### src/rtl/rv32im_br_pred.sv
// ---------------------------------------------------------------------------
// rv32im_br_pred
// Branch prediction and resolution unit for the rv32im core.
//
// Fetch side: a direct-mapped branch target buffer with 2-bit saturating
// counters gives a same-cycle prediction for fetch_pc_i.
// Execute side: resolves conditional branches from the EXU compare flags
// and unconditional jumps. Mispredictions produce a registered redirect one
// cycle later, and the table is trained on that same edge.
//
// Ports:
//   clk_i, rst_i          clock, asynchronous active-high reset
//   fetch_pc_i            PC being fetched
//   pred_taken_o          predicted taken for fetch_pc_i (combinational)
//   pred_pc_o             predicted next PC (combinational)
//   res_valid_i           resolve request this cycle
//   res_pc_i              PC of the resolving branch/jump
//   res_conditional_i     1 = conditional branch, 0 = JAL/JALR
//   res_funct3_i          branch funct3
//   res_eq_i/lt_i/ltu_i   compare flags from the EXU
//   res_target_i          computed taken target
//   res_pred_taken_i      prediction carried with the instruction
//   res_pred_pc_i         predicted next PC carried with the instruction
//   redirect_o            registered flush/refetch request
//   redirect_pc_o         registered correct next PC
//   br_cnt_o              accepted resolves (wraps)
//   mispred_cnt_o         accepted mispredictions (wraps)
// ---------------------------------------------------------------------------
`ifndef API_ADDR_WIDTH
`define API_ADDR_WIDTH 32
`endif

module rv32im_br_pred #(
  parameter int ADDR_WIDTH = `API_ADDR_WIDTH,
  parameter int BTB_DEPTH  = 16
) (
  input  logic                  clk_i,
  input  logic                  rst_i,
  input  logic [ADDR_WIDTH-1:0] fetch_pc_i,
  output logic                  pred_taken_o,
  output logic [ADDR_WIDTH-1:0] pred_pc_o,
  input  logic                  res_valid_i,
  input  logic [ADDR_WIDTH-1:0] res_pc_i,
  input  logic                  res_conditional_i,
  input  logic [2:0]            res_funct3_i,
  input  logic                  res_eq_i,
  input  logic                  res_lt_i,
  input  logic                  res_ltu_i,
  input  logic [ADDR_WIDTH-1:0] res_target_i,
  input  logic                  res_pred_taken_i,
  input  logic [ADDR_WIDTH-1:0] res_pred_pc_i,
  output logic                  redirect_o,
  output logic [ADDR_WIDTH-1:0] redirect_pc_o,
  output logic [31:0]           br_cnt_o,
  output logic [31:0]           mispred_cnt_o
);

  localparam int IDX_W = $clog2(BTB_DEPTH);
  localparam int TAG_W = ADDR_WIDTH - IDX_W - 2;
  localparam logic [ADDR_WIDTH-1:0] PC_STEP = ADDR_WIDTH'(4);

  localparam logic [2:0] F3_BEQ  = 3'b000;
  localparam logic [2:0] F3_BNE  = 3'b001;
  localparam logic [2:0] F3_BLT  = 3'b100;
  localparam logic [2:0] F3_BGE  = 3'b101;
  localparam logic [2:0] F3_BLTU = 3'b110;
  localparam logic [2:0] F3_BGEU = 3'b111;

  // BTB storage, one flop array per field so reset can clear every entry.
  logic                  btbValid_q  [BTB_DEPTH];
  logic                  btbUncond_q [BTB_DEPTH];
  logic [TAG_W-1:0]      btbTag_q    [BTB_DEPTH];
  logic [ADDR_WIDTH-1:0] btbTarget_q [BTB_DEPTH];
  logic [1:0]            btbCtr_q    [BTB_DEPTH];

  logic                  redirect_q;
  logic [ADDR_WIDTH-1:0] redirectPc_q;
  logic [31:0]           brCnt_q;
  logic [31:0]           misCnt_q;

  // Fetch-side lookup. Reads the current table contents only, so a write
  // to the same index in this cycle is not visible until the next one.
  logic [IDX_W-1:0]      lkIdx;
  logic [TAG_W-1:0]      lkTag;
  logic                  lkHit;
  logic [ADDR_WIDTH-1:0] lkPcPlus4;

  assign lkIdx     = fetch_pc_i[IDX_W+1:2];
  assign lkTag     = fetch_pc_i[ADDR_WIDTH-1:IDX_W+2];
  assign lkHit     = btbValid_q[lkIdx] && (btbTag_q[lkIdx] == lkTag);
  assign lkPcPlus4 = fetch_pc_i + PC_STEP;

  assign pred_taken_o = lkHit && (btbUncond_q[lkIdx] || btbCtr_q[lkIdx][1]);
  assign pred_pc_o    = pred_taken_o ? btbTarget_q[lkIdx] : lkPcPlus4;

  // Resolve side: actual direction, correct next PC and mispredict flag.
  // Reserved funct3 values (010/011) resolve not-taken and never train.
  logic                  resTaken;
  logic                  resKnown;
  logic [ADDR_WIDTH-1:0] resActualPc;
  logic                  resMispredict;
  logic                  resAccepted;
  logic [IDX_W-1:0]      resIdx;
  logic [TAG_W-1:0]      resTag;
  logic                  resHit;

  assign resIdx = res_pc_i[IDX_W+1:2];
  assign resTag = res_pc_i[ADDR_WIDTH-1:IDX_W+2];
  assign resHit = btbValid_q[resIdx] && (btbTag_q[resIdx] == resTag);

  always_comb begin
    resTaken = 1'b0;
    resKnown = 1'b1;
    if (!res_conditional_i) begin
      resTaken = 1'b1;
    end else begin
      case (res_funct3_i)
        F3_BEQ:  resTaken = res_eq_i;
        F3_BNE:  resTaken = !res_eq_i;
        F3_BLT:  resTaken = res_lt_i;
        F3_BGE:  resTaken = !res_lt_i;
        F3_BLTU: resTaken = res_ltu_i;
        F3_BGEU: resTaken = !res_ltu_i;
        default: resKnown = 1'b0;
      endcase
    end
  end

  assign resActualPc   = resTaken ? res_target_i : (res_pc_i + PC_STEP);
  assign resMispredict = (res_pred_taken_i != resTaken) ||
                         (resTaken && (res_pred_pc_i != res_target_i));

  // While a redirect is out, the instruction resolving now is on the wrong
  // path and must leave no trace.
  assign resAccepted = res_valid_i && !redirect_q;

  // Training: build the new contents of the entry at resIdx.
  logic                  wrEn_d;
  logic                  wrUncond_d;
  logic [1:0]            wrCtr_d;
  logic [ADDR_WIDTH-1:0] wrTarget_d;

  always_comb begin
    wrEn_d     = 1'b0;
    wrUncond_d = btbUncond_q[resIdx];
    wrCtr_d    = btbCtr_q[resIdx];
    wrTarget_d = btbTarget_q[resIdx];
    if (resAccepted && resKnown) begin
      if (!res_conditional_i) begin
        wrEn_d     = 1'b1;
        wrUncond_d = 1'b1;
        wrCtr_d    = 2'b11;
        wrTarget_d = res_target_i;
      end else if (resTaken) begin
        wrEn_d     = 1'b1;
        wrTarget_d = res_target_i;
        if (resHit) begin
          wrCtr_d = (btbCtr_q[resIdx] == 2'b11) ? 2'b11 : btbCtr_q[resIdx] + 2'b01;
        end else begin
          wrUncond_d = 1'b0;
          wrCtr_d    = 2'b10;
        end
      end else if (resHit) begin
        wrEn_d  = 1'b1;
        wrCtr_d = (btbCtr_q[resIdx] == 2'b00) ? 2'b00 : btbCtr_q[resIdx] - 2'b01;
      end
    end
  end

  // Table update; reset leaves every entry invalid, weakly not-taken.
  always_ff @(posedge clk_i or posedge rst_i) begin
    if (rst_i) begin
      for (int i = 0; i < BTB_DEPTH; i++) begin
        btbValid_q[i]  <= 1'b0;
        btbUncond_q[i] <= 1'b0;
        btbTag_q[i]    <= '0;
        btbTarget_q[i] <= '0;
        btbCtr_q[i]    <= 2'b01;
      end
    end else if (wrEn_d) begin
      btbValid_q[resIdx]  <= 1'b1;
      btbUncond_q[resIdx] <= wrUncond_d;
      btbTag_q[resIdx]    <= resTag;
      btbTarget_q[resIdx] <= wrTarget_d;
      btbCtr_q[resIdx]    <= wrCtr_d;
    end
  end

  // Redirect and statistics, registered on the same edge as training.
  always_ff @(posedge clk_i or posedge rst_i) begin
    if (rst_i) begin
      redirect_q   <= 1'b0;
      redirectPc_q <= '0;
      brCnt_q      <= '0;
      misCnt_q     <= '0;
    end else begin
      redirect_q <= resAccepted && resMispredict;
      if (resAccepted && resMispredict) begin
        redirectPc_q <= resActualPc;
      end
      if (resAccepted) begin
        brCnt_q <= brCnt_q + 32'd1;
      end
      if (resAccepted && resMispredict) begin
        misCnt_q <= misCnt_q + 32'd1;
      end
    end
  end

  assign redirect_o    = redirect_q;
  assign redirect_pc_o = redirectPc_q;
  assign br_cnt_o      = brCnt_q;
  assign mispred_cnt_o = misCnt_q;

endmodule

### config.mk
export PLATFORM = sky130hd
export DESIGN_NAME = rv32im_br_pred
export DESIGN_NICKNAME = d
export VERILOG_FILES = /design/src/rtl/rv32im_br_pred.sv
export SDC_FILE = /design/constraint.sdc
export NUM_CORES = 2
export LEC_CHECK = 0
export BUFFER_PORTS_ARGS = -buffer_cell sky130_fd_sc_hd__buf_2
export CORE_ASPECT_RATIO = 1.5
export CORE_UTILIZATION = 45
export DETAILED_ROUTE_END_ITERATION = 8
export GPL_TIMING_DRIVEN = 0
export PLACE_DENSITY_LB_ADDON = 0.15
export SLEW_MARGIN = 15
export SYNTH_ARGS = -nofsm -noshare
export SYNTH_HDL_FRONTEND = slang
export SYNTH_SLANG_ARGS = --single-unit
### constraint.sdc
create_clock -name clk_i -period 49.3 [get_ports clk_i]
set_input_delay 4.93 -clock clk_i [delete_from_list [all_inputs] [get_ports clk_i]]
set_output_delay 4.93 -clock clk_i [all_outputs]
set_load 0.01 [all_outputs]
======== Word-level counts from Yosys, hierarchy flattened ========
Cells that the tools add are included.
word-level totals
  bits in registers ....................... 1,089
  input bits .............................. 139
  output and inout port bits .............. 130
  word-level logic and storage cells ...... 189
operators by class
  $add $sub $neg .......................... 6
  magnitude comparators ................... 3
  equality and inequality tests ........... 10
  multiplexer cells ....................... 66
  bitwise gates (word level) .............. 3
  reductions and logical operators ........ 17
operators by type and width
  kind                     count
  $bwmux W512              1
  $bwmux W416              1
  $mux W32                 10
  $bmux W32 S4             2
  $bmux W26 S4             2
  $mux W26                 5
  $demux W32 S4            1
  $demux W26 S4            1
  $add A32 B1 Y32 const B  2
  $add A32 B3 Y32 const B  2
  $eq A26 B26 Y1           2
  $bwmux W32               1
  $ne A32 B32 Y1           1
  $mux W2                  12
  $mux W1                  20
  $bmux W1 S4              4
  $bmux W2 S4              2
  $bwmux W16               1
  $or A16 B16 Y16          1
  $eq A3 B3 Y1 const B     4
  $ge A5 B5 Y1 const B     2
  $not A4 Y5               2
  $demux W2 S4             1
  $logic_and A1 B1 Y1      8
  other kinds (13)         17

======== Depth between registers and ports, before layout ========
  depth after elaboration ................. 11
  mapped depth ............................ 17

======== Least setup slack after synthesis ========
OpenSTA, ideal clock, no wires.
  path type ............................... input -> output
  from .................................... input port fetch_pc_i[2]
  to ...................................... output port pred_pc_o[7]
  data arrival time ....................... 8.142 ns
  required time ........................... 44.370 ns
  setup slack ............................. 36.228 ns
  stages .................................. 12
  buffers on the path ..................... 4
  cells stage by stage .................... clkbuf_1 > buf_2 > buf_1 > mux4_2 > mux4_2 > xnor2_1 > nand3_1 > nor3_1 > nand4_1 > clkbuf_1 > inv_1 > o21ai_0
on the way
  cells in the longest elaborated chain, start to end .. 8
  elaborated cells between the ends (all ways) .. 22
  those cells by class .................... 1 x add/sub; 1 x eq/ne; 16 x mux; 1 x bitwise; 3 x reduce/logical
RTL lines
  element                                      line    text
  from (decl)                                  39      input logic [ADDR_WIDTH-1:0] fetch_pc_i,
  $not A4 Y5 (implied by the code) *           90, 93
  $bmux W26 S4                                 90      assign lkHit = btbValid_q[lkIdx] && (btbTag_q[lkIdx] == lkTag);
  $mux W26 (implied by the code) (2 in a row)  90
  $eq A26 B26 Y1                               90
  $logic_and A1 B1 Y1                          90
  $logic_and A1 B1 Y1 *                        93      assign pred_taken_o = lkHit && (btbUncond_q[lkIdx] || btbCtr_q[lkIdx][1]);
  net pred_taken_o                             40      output logic pred_taken_o,
  $mux W32 *                                   94      assign pred_pc_o = pred_taken_o ? btbTarget_q[lkIdx] : lkPcPlus4;
  to (decl)                                    41      output logic [ADDR_WIDTH-1:0] pred_pc_o,
Mark *: on every way through the listed nets, which the timed path passes. The rest lies on a longest branch. The select of a mux whose other input is x is not followed.

======== Worst setup path in the final report ========
  from .................................... input port fetch_pc_i[2]
  to ...................................... output port pred_pc_o[7]
on the way
  cells in the longest elaborated chain, start to end .. 8
  elaborated cells between the ends (all ways) .. 22
  those cells by class .................... 1 x add/sub; 1 x eq/ne; 16 x mux; 1 x bitwise; 3 x reduce/logical
RTL lines
  element                                      line
  $not A4 Y5 (implied by the code)             90, 93, 94
  $bmux W26 S4                                 90
  $mux W26 (implied by the code) (2 in a row)  90
  $eq A26 B26 Y1                               90
  $logic_and A1 B1 Y1                          90
  $logic_and A1 B1 Y1                          93
  $mux W32 *                                   94
Mark *: on every way between the ends. The rest lies on a longest branch, timed or not. The select of a mux whose other input is x is not followed.

==> results.md <==
* Status: finished clean
* Count of unique library cells instantiated by Yosys at between 60 and 70
* Starting Density at 45.56%
* Count leader, synth: dfrtp_1
* Worst Max-Slew Pin Slew at between 1 and 1.5 ns
* Power per cell area at ~40 nW/um2
* Hold_buf cts at 0
* Postcts setup bufs at 0
* Register area at roughly 27000 um2
* Ys flop type: dfrtp_1
* Synth cell count leaders: 1073 x dfrtp_1, 989 x mux2_2, 547 x mux4_2
* Yosys warns at 0
* Pre-antenna DRT Iters at 7
* Routed Antenna Nets at 0
* CP required at ~44 ns
* Die ar. at around 130000 um2
* Routed length per placed instance at 36.86 um
* Gr usage total at approximately a third
* Top cells by area, synth: dfrtp_1 45%, mux4_2 21%, mux2_2 19%
* Crit path time final at 16.34 ns
* Die width at ~300 um
* DR vias at 40210
* Kind of critical path: in -> out
* Port Buffer Count at 260
* WL final at roughly 230000 um
* Fmax at ~61 MHz
* Max incr delay on CP at 0.97 ns
* PnR Total Power at 2657 uW
* Period utilization at between 30% and 40%
* # H-tree levels at 3
* Die Ht at ~450 um
* CTS resizes at 0
* Slew Viols, Final at 0
* Crit-path slowest cell: nand4_1
* CP delay by family, top: buffers and inverters
* Sequential share of the synthesized area at ~46%
* Max-cap viol count at 0
* Critical path capture point type: primary output
* Post-synth ARST share at 100.0%
* WP data arrival at 11.41 ns
* Final setup vio count at 0
* Crit path max fanout at 10
* Inst Count DP at just under 6000
* Site Rows at about 160
* Synthesized cell area at between 50000 and 60000 um2
* Placement Cell Area at roughly 63000 um2
* Worst slew margin at under 10%
* TritonCTS Buffers at around 110
* Largest net degree at the start of global routing at roughly 110
* Antenna violations before repair at 12
* GRT Residual Overflow at 0
* Worst hold-check path type: reg -> reg
* Share of layout cells above drive strength 1 at between 50% and 60%
* Placeable Area at 130300 um2
* Fill count at between 10000 and 15000
* DRC at 0
* VDD IR max at roughly 0.000028 V
* Placer Congestion at just under 1
* DR iter-0 viols at 4059
* Syn Area/Cell at 14.97 um2
* Leak pwr at 0.02996 uW
* Synthesized Nets at a little over 4000
* #FFs+latches synth at ~1100
* Vias in the first global route at 41220
* CTS root buf: clkbuf_16
* Worst skew pair latency at about 0.76 ns
* Final setup TNS at 0 ns
* Post-route non-filler standard cell count at a little over 6000
* Fin nets at approximately 4500
* Buf+Inv Stages, Crit Path at 7
* Final Hold Vio Count at 0
* Cell Chain, Critical Path: buf_2 -> clkbuf_1 -> buf_2 -> buf_2 -> mux4_2 -> mux4_2 -> xnor2_1 -> nand3_1 -> nor3_1 -> nand4_1 -> clkbuf_1 -> inv_1 -> nand2_1 -> o21ai_0 -> buf_2
* P&R area growth vs syn at 13.01%
* Post-synth EDFFs at 0
* Via/cell ratio at around 6.5
* Worst-path clk slew at 0.06 ns
* Design Area, Final at approximately 67000 um2
* Num ports at roughly 270
* TritonCTS clock tree: yes
* Critical path's most frequent cell: buf_2
* Max Root-Sink Buffers at 3
* Synthesized instance count at approximately 4000
* Multi-input gate area at 30120 um2
* RSZ-0062 raised after global routing: false
* Clk sinks at around 1100
* Synth top area share at a little under half
* Setup crit start kind: primary input
* Dominant cell type by area after synthesis: dfrtp_1
* Skew final at ~0.047 ns
* First-pass GRT wire length at 320500 um
* Hpwl dp at 165000 um
## sequential cells by signal, summed over array words and instances (netlist names)
register and cells:
btbCtr_q 32, btbTarget_q 512, mispred_cnt_o 32, redirect_pc_o 32
btbTag_q 416, btbValid_q 16, redirect_o 1, br_cnt_o 32
btbUncond_q 16
## power by group
part / total [uW] / internal (uW) / leakage [uW] / switching [uW]
registers: 1170 / 1050 / 0.0145 / 122
clock network: 906 / 520 / 0.00190 / 387
logic: 581 / 298 / 0.0136 / 283
## cells in the final DEF (no fill, tap or decap), types with 6 or more instances in the layout
cell / netlist / routed
or2_2: 18 / 18
clkinv_2: 0 / 23
nand2b_1: 6 / 6
buf_6: 35 / 39
clkbuf_2: 0 / 12
nand2_1: 115 / 115
dfstp_2: 16 / 16
ha_1: 7 / 7
clkbuf_1: 162 / 173
clkbuf_8: 0 / 26
mux4_2: 547 / 547
a31oi_1: 9 / 9
mux2_2: 989 / 989
and3_1: 29 / 29
a22oi_1: 18 / 18
a221oi_1: 6 / 6
xor2_1: 68 / 68
nor4_1: 7 / 7
nor2_2: 5 / 7
o31ai_1: 8 / 8
nor3_1: 13 / 13
and2_1: 9 / 9
mux2i_1: 101 / 101
a21oi_1: 36 / 35
nand3_1: 55 / 55
nor2_8: 7 / 7
buf_1: 48 / 25
mux2_1: 44 / 44
nor2b_1: 8 / 7
clkbuf_16: 0 / 114
nor2_1: 88 / 86
buf_4: 36 / 36
o21ai_0: 51 / 51
buf_16: 0 / 11
nand4_1: 31 / 31
dfrtp_1: 1073 / 1073
xnor2_1: 138 / 138
buf_2: 79 / 362
inv_1: 39 / 38
bufinv_16: 0 / 11
## worst paths after layout
path	from	to	slack (ns)	cells past startpoint
worst max-delay path	fetch_pc_i[2]	pred_pc_o[7]	32.96	15
worst min-delay path	btbCtr_q[6]	btbCtr_q[6]	0.46	2
worst max register to register	btbTag_q[335]	btbTag_q[194]	44.12	11
worst min register to register	btbCtr_q[6]	btbCtr_q[6]	0.46	2
max in group asynchronous	rst_i	btbTarget_q[89]	42.95	6
min in group asynchronous	rst_i	btbTag_q[159]	4.33	3
## stage by stage
stage	hold WS, ns	utilization [%]	worst slack (ns)
2_1_floorplan	0.4422	-	13.74
5_1_grt	0.4760	51.47	33.09
3_3_place_gp	0.4497	48.21	0.3875
3_5_place_dp	0.4551	48.53	33.15
6_report	0.4641	51.48	32.96
4_1_cts	0.4655	51.46	33.13
## cell type report
class | count | area share (%)
clock inverters | 42 | 0.7869
inverters | 41 | 0.2406
multi-input cells | 2476 | 44.89
diodes | 5 | 0.01865
flip-flops and latches | 1089 | 40.64
plain buffers | 360 | 2.819
clock buffers | 163 | 4.914
well taps | 1722 | 3.211
repair buffers | 276 | 2.480
## logic make-up (layout without fill, tap and decap cells)
group / after synthesis / in the layout / share of synthesized area [%]
compound gates: 178 / 178 / 2.002
xor+xnor: 206 / 206 / 3.039
fa+ha+maj: 7 / 7 / 0.1475
buf+inv: 401 / 882 / 3.372
flops: 1089 / 1089 / 45.93
mux: 1681 / 1681 / 42.04
other cells: 0 / 5 / 0
simple gates: 404 / 404 / 3.464
## per-layer routing
layer	wire length, um	vias to the layer above	track usage (%)
met5	68	-	0
met4	18500	10	24.01
met3	18460	673	7.490
met2	108600	2009	55.61
met1	82000	21660	41.45
li1	-	15860	-
## worst min-delay path, delay by kind of cell (launching register included)
kind                   cells  cell delay, ns
multiplexers               1            0.05
buffers and inverters      1            0.04
flip-flops                 1            0.37
No activity file was read; power rests on OpenSTA's default activity.
